## src/rtl/window_sequencer.sv

```systemverilog
// window_sequencer: sequences a raster pixel stream into a 7x7 line-memory
// unit and tracks which image pixel the window is centred on.
// Ports:
//   clk, reset          : clock, asynchronous active-high reset
//   frame_start         : one-cycle pulse, starts a frame when idle
//   pixel_valid/pixel_in: raster pixel stream, no backpressure
//   data_enable         : registered shift strobe to the line memories
//   data_in_mau         : registered pixel for the line memories (0 on flush)
//   window_valid        : window is centred on a real pixel (2 cycles after shift)
//   center_col/row      : window centre coordinates
//   border              : window overlaps the image edge
//   frame_done          : one-cycle pulse after the last window
//   busy                : sequencer not idle
//   overrun             : sticky, frame_start seen while busy
module window_sequencer #(
  parameter int IMG_W = 64,
  parameter int IMG_H = 64
) (
  input  logic       clk,
  input  logic       reset,
  input  logic       frame_start,
  input  logic       pixel_valid,
  input  logic [7:0] pixel_in,
  output logic       data_enable,
  output logic [7:0] data_in_mau,
  output logic       window_valid,
  output logic [9:0] center_col,
  output logic [9:0] center_row,
  output logic       border,
  output logic       frame_done,
  output logic       busy,
  output logic       overrun
);

  localparam int LAT_I = 3*IMG_W + 3;
  localparam int N_I   = IMG_W*IMG_H;
  localparam int CW    = $clog2(N_I + LAT_I + 1);

  localparam logic [CW-1:0] LAT_M1  = CW'(LAT_I - 1);
  localparam logic [CW-1:0] N_M1    = CW'(N_I - 1);
  localparam logic [9:0]    COL_MAX = 10'(IMG_W - 1);
  localparam logic [9:0]    COL_HI  = 10'(IMG_W - 4);
  localparam logic [9:0]    ROW_HI  = 10'(IMG_H - 4);

  typedef enum logic [2:0] {
    S_IDLE,
    S_FILL,
    S_STREAM,
    S_FLUSH,
    S_DONE
  } state_t;

  state_t r_state, w_next;

  logic [CW-1:0] r_shift_cnt, r_in_cnt, r_flush_cnt;
  logic [9:0]    r_col, r_row;
  logic [9:0]    r_col1, r_row1;
  logic          r_wv1;
  logic          r_done_d;

  logic w_start, w_shift, w_accept, w_flush, w_win;

  always_ff @(posedge clk or posedge reset) begin
    if (reset) r_state <= S_IDLE;
    else       r_state <= w_next;
  end

  always_comb begin
    w_next   = r_state;
    w_start  = 1'b0;
    w_shift  = 1'b0;
    w_accept = 1'b0;
    w_flush  = 1'b0;
    case (r_state)
      S_IDLE: begin
        if (frame_start) begin
          w_start = 1'b1;
          w_next  = S_FILL;
        end
      end
      S_FILL: begin
        if (pixel_valid) begin
          w_accept = 1'b1;
          w_shift  = 1'b1;
          if (r_shift_cnt == LAT_M1) w_next = S_STREAM;
        end
      end
      S_STREAM: begin
        if (pixel_valid) begin
          w_accept = 1'b1;
          w_shift  = 1'b1;
          if (r_in_cnt == N_M1) w_next = S_FLUSH;
        end
      end
      S_FLUSH: begin
        w_shift = 1'b1;
        w_flush = 1'b1;
        if (r_flush_cnt == LAT_M1) w_next = S_DONE;
      end
      S_DONE:  w_next = S_IDLE;
      default: w_next = S_IDLE;
    endcase
  end

  // Every shift after the fill phase has a real centre pixel, since the
  // frame totals exactly N+LAT shifts.
  assign w_win = w_shift && (r_state != S_FILL);
  assign busy  = (r_state != S_IDLE);

  always_ff @(posedge clk or posedge reset) begin
    if (reset) begin
      r_shift_cnt <= '0;
      r_in_cnt    <= '0;
      r_flush_cnt <= '0;
      r_col       <= '0;
      r_row       <= '0;
    end else if (w_start) begin
      r_shift_cnt <= '0;
      r_in_cnt    <= '0;
      r_flush_cnt <= '0;
      r_col       <= '0;
      r_row       <= '0;
    end else begin
      if (w_shift)  r_shift_cnt <= r_shift_cnt + 1'b1;
      if (w_accept) r_in_cnt    <= r_in_cnt + 1'b1;
      if (w_flush)  r_flush_cnt <= r_flush_cnt + 1'b1;
      if (w_win) begin
        if (r_col == COL_MAX) begin
          r_col <= '0;
          r_row <= r_row + 1'b1;
        end else begin
          r_col <= r_col + 1'b1;
        end
      end
    end
  end

  // Stage 1 feeds the line memories; stage 2 publishes the centre once the
  // memories hold the shifted-in pixel.
  always_ff @(posedge clk or posedge reset) begin
    if (reset) begin
      data_enable  <= 1'b0;
      data_in_mau  <= '0;
      r_wv1        <= 1'b0;
      r_col1       <= '0;
      r_row1       <= '0;
      window_valid <= 1'b0;
      center_col   <= '0;
      center_row   <= '0;
      border       <= 1'b0;
      r_done_d     <= 1'b0;
      frame_done   <= 1'b0;
      overrun      <= 1'b0;
    end else begin
      data_enable <= w_shift;
      if (w_shift) data_in_mau <= w_flush ? 8'h00 : pixel_in;
      r_wv1 <= w_win;
      if (w_win) begin
        r_col1 <= r_col;
        r_row1 <= r_row;
      end
      window_valid <= r_wv1;
      if (r_wv1) begin
        center_col <= r_col1;
        center_row <= r_row1;
      end
      border <= r_wv1 && ((r_col1 < 10'd3) || (r_col1 > COL_HI) ||
                          (r_row1 < 10'd3) || (r_row1 > ROW_HI));
      // Two-stage delay lands frame_done one cycle after the last window.
      r_done_d   <= (r_state == S_DONE);
      frame_done <= r_done_d;
      if (frame_start && (r_state != S_IDLE)) overrun <= 1'b1;
    end
  end

endmodule

```

## config.mk

```make
export PLATFORM = sky130hd
export DESIGN_NAME = window_sequencer
export DESIGN_NICKNAME = d
export VERILOG_FILES = /design/src/rtl/window_sequencer.sv
export SDC_FILE = /design/constraint.sdc
export NUM_CORES = 1
export LEC_CHECK = 0
export CORE_ASPECT_RATIO = 0.8
export CORE_MARGIN = 8
export CORE_UTILIZATION = 31
export DETAILED_ROUTE_END_ITERATION = 6
export SYNTH_ARGS = -nofsm -noshare
export SYNTH_HDL_FRONTEND = slang
export SYNTH_SLANG_ARGS = --single-unit
export TNS_END_PERCENT = 50
```

## constraint.sdc

```tcl
create_clock -name clk -period 3.4 [get_ports clk]
set_input_delay 0.34 -clock clk [delete_from_list [all_inputs] [get_ports clk]]
set_output_delay 0.34 -clock clk [all_outputs]
set_load 0.01 [all_outputs]
```

==> results.ini <==
[status]
status=finished, final reports clean

[timing]
skew_ps=7.00
setup_violations=0
timing.hold.ws_ps=364
period_share_pct=67.6
drv_slew=0
tightest_slew_ps=925
rsz0062_at_grt=false
fin_crit_ps=2300
clock.fmax_mhz=435
hold_viol=0
finalSetupTns_ps=0
relSlewSlack_pct=38.3
setup_slack_ps=1100

[die]
die_height_um=134
die_w_um=163
rows=43
initial_core_util_pct=31.3
coreArea_um2=17200
dieArea_um2=21900
ioPinCount=46

[clock_tree]
clk_pin_slew_ps=50
cts_htree_levels=4
ctsHoldBuffers=0
cts_tree=done
postCtsSetupBuffers=0
cts-root-buf=clkbuf_16
cts_inserted_buffers=17
cts_sinks=117
insertion_delay_ps=410
clockBufferDepth=2
ctsResizeCount=0

[cells_and_area]
final_common_cell=dfrtp_1
final_cell_mix=dfrtp_1 (117), nand2_1 (105), clkdlybuf4s50_1 (45)
diodes=0
finalInstanceArea_um2=6650
syn_to_final_growth_pct=23.7
drive_gt1_share_pct=10.1
final_nets=604
fill_cells=1628

[critical_path]
crit_cells=2
path_cells=or3_1 -> clkdlybuf4s50_1
crit_fanout=15
critical_path_buf_inv_count=1
path_class=reg -> out
crit_path_end_kind=primary output
startpoint_type=flop
crit_required_ps=3060
cp_top_family=flip-flops
arrival_ps=1960
r2r-start=r_state[0]$_DFFE_PP0P_
ff2ff_path_depth=4
slowest_stage=dfrtp_1
rr_endpoint=r_flush_cnt[7]$_DFFE_PP0P_
r2r_slack_ps=1130
slowest_delay_ps=560

[yosys]
synth_edf_count=0
synth_area_leaders=dfrtp_1 (54%), nand2_1 (7.3%), mux2_2 (4.2%)
synthesis.area_um2=5380
synth_top_family_by_area=simple AND/OR/NAND/NOR gates
synth.avg_cell_area_um2=9.98
synth_xor_xnor_area_share_pct=3.91
synth_warnings=0
asyncSetResetFlopFracSynth_pct=100
synthMuxAreaShare_pct=6.23
synthFlopType=dfrtp_1
yosys.area_share.simple_pct=24.6
synth_top_area_share_pct=54.4
synthDistinctLibCells=49
synth_fa_ha_area_share_pct=1.81
synth_seq_cells=117
synth_area_leader_cell=dfrtp_1
synth-compound-area-share_pct=6.86
synthCells=539
yosysSeqAreaShare_pct=54.4
syn_nets=558

[job]
cap_violations=0

[drt]
viasPerCell=4.96
vias=4067
antenna_left=0
routed_wl_um=11500
wl_per_cell_um=14.1
drc_errors=0
firstDrtPassIters=4
initialDrtViolationCount=215

[hold_path]
whs_endpoint=frame_done$_DFF_PP0_
hold_path_depth=0
hold_start=r_done_d$_DFF_PP0_
hold_class=reg -> reg

[power]
max-vdd-ir-drop_v=0.000322
leakage_nw=2.96
power_density_nw_per_um2=609

[placement]
gp_congestion=0.768
preCtsSetupSlack_ps=855
io_buffers=45
dp_hpwl_um=7770
postPlaceCellArea_um2=6080

[grt]
antenna_found_initial=0
grt_max_degree=118
grt_usage_pct=11.1
grt_pass1_vias=4101
overflow=0
grt_pass1_wl_um=19800

==> Yosys cell counts, drive strengths merged, types with 10 or more instances <==
cell type,instances
a21oi,23
clkbuf,16
dfrtp,117
mux2,20
mux2i,11
nand2,105
nand3,26
nand4,15
nor2,37
nor3,12
o21ai,25
or3,14
xnor2,14
xor2,10
==> layer usage <==
layer | up-vias | track usage, % | share of wire, %
met1 | 2002 | 14.2 | 48
met3 | 13 | 3.31 | 3.7
li1 | 1992 | - | -
met4 | 0 | 4.12 | 1.1
met5 | - | 0 | 0
met2 | 60 | 17.3 | 47
==> final cells by class <==
class | instances | area, um2 | area share [%]
clock buffer | 25 | 505 | 7.60
clock inverter | 4 | 70.1 | 1.05
inverter | 8 | 33.8 | 0.508
multi-input combinational | 392 | 2340 | 35.2
sequential | 117 | 2930 | 44.0
tap | 225 | 282 | 4.23
timing repair buffer | 49 | 493 | 7.41
==> where the power goes <==
group | total (mW) | switching (mW) | internal (mW)
logic | 0.511 | 0.244 | 0.267
registers | 1.80 | 0.212 | 1.59
clock network | 1.74 | 0.577 | 1.16
==> flip-flops by register name, indices dropped and copies added (netlist names), 8 cells and up <==
signal,flops
r_shift_cnt,13
r_in_cnt,13
data_in_mau,8
r_col,10
r_row,10
center_col,10
center_row,10
r_flush_cnt,13
r_col1,10
r_row1,10
==> through the flow <==
step	utilization, %	cells	power (mW)
after global routing	38.8	820	4.25
after global placement	35.4	791	2.31
after detailed placement	35.4	791	2.33
final	38.8	820	4.05
after floorplan	-	539	2.12
after CTS	38.8	820	4.09
==> worst max-delay path by stage <==
stage	from	end	slack (ps)
finish	r_state[0]$_DFFE_PP0P_	busy	1100
global route	r_state[1]$_DFFE_PP0P_	r_col[0]$_DFFE_PP0P_	810
CTS	r_state[0]$_DFFE_PP0P_	busy	1090
detailed placement	pixel_valid	r_col[1]$_DFFE_PP0P_	860
global placement	pixel_valid	r_col[1]$_DFFE_PP0P_	910
floorplan	r_col[6]$_DFFE_PP0P_	r_row[6]$_DFFE_PP0P_	1430
==> worst register-to-register path, stage by stage, from the launching register on <==
cell	delay, ps
dfrtp_1	650
nand3b_1	590
nor3_1	570
a21oi_1	130
a31o_2	220
==> cells by family (layout without fill, tap and decap cells) <==
| logic type | after synthesis | count (layout) |
|---|---|---|
| flops | 117 | 117 |
| mux | 31 | 31 |
| simple gates | 265 | 265 |
| buf+inv | 30 | 86 |
| compound gates | 64 | 64 |
| fa+ha+maj | 8 | 8 |
| xor+xnor | 24 | 24 |
(Power assumes the default switching activity.)
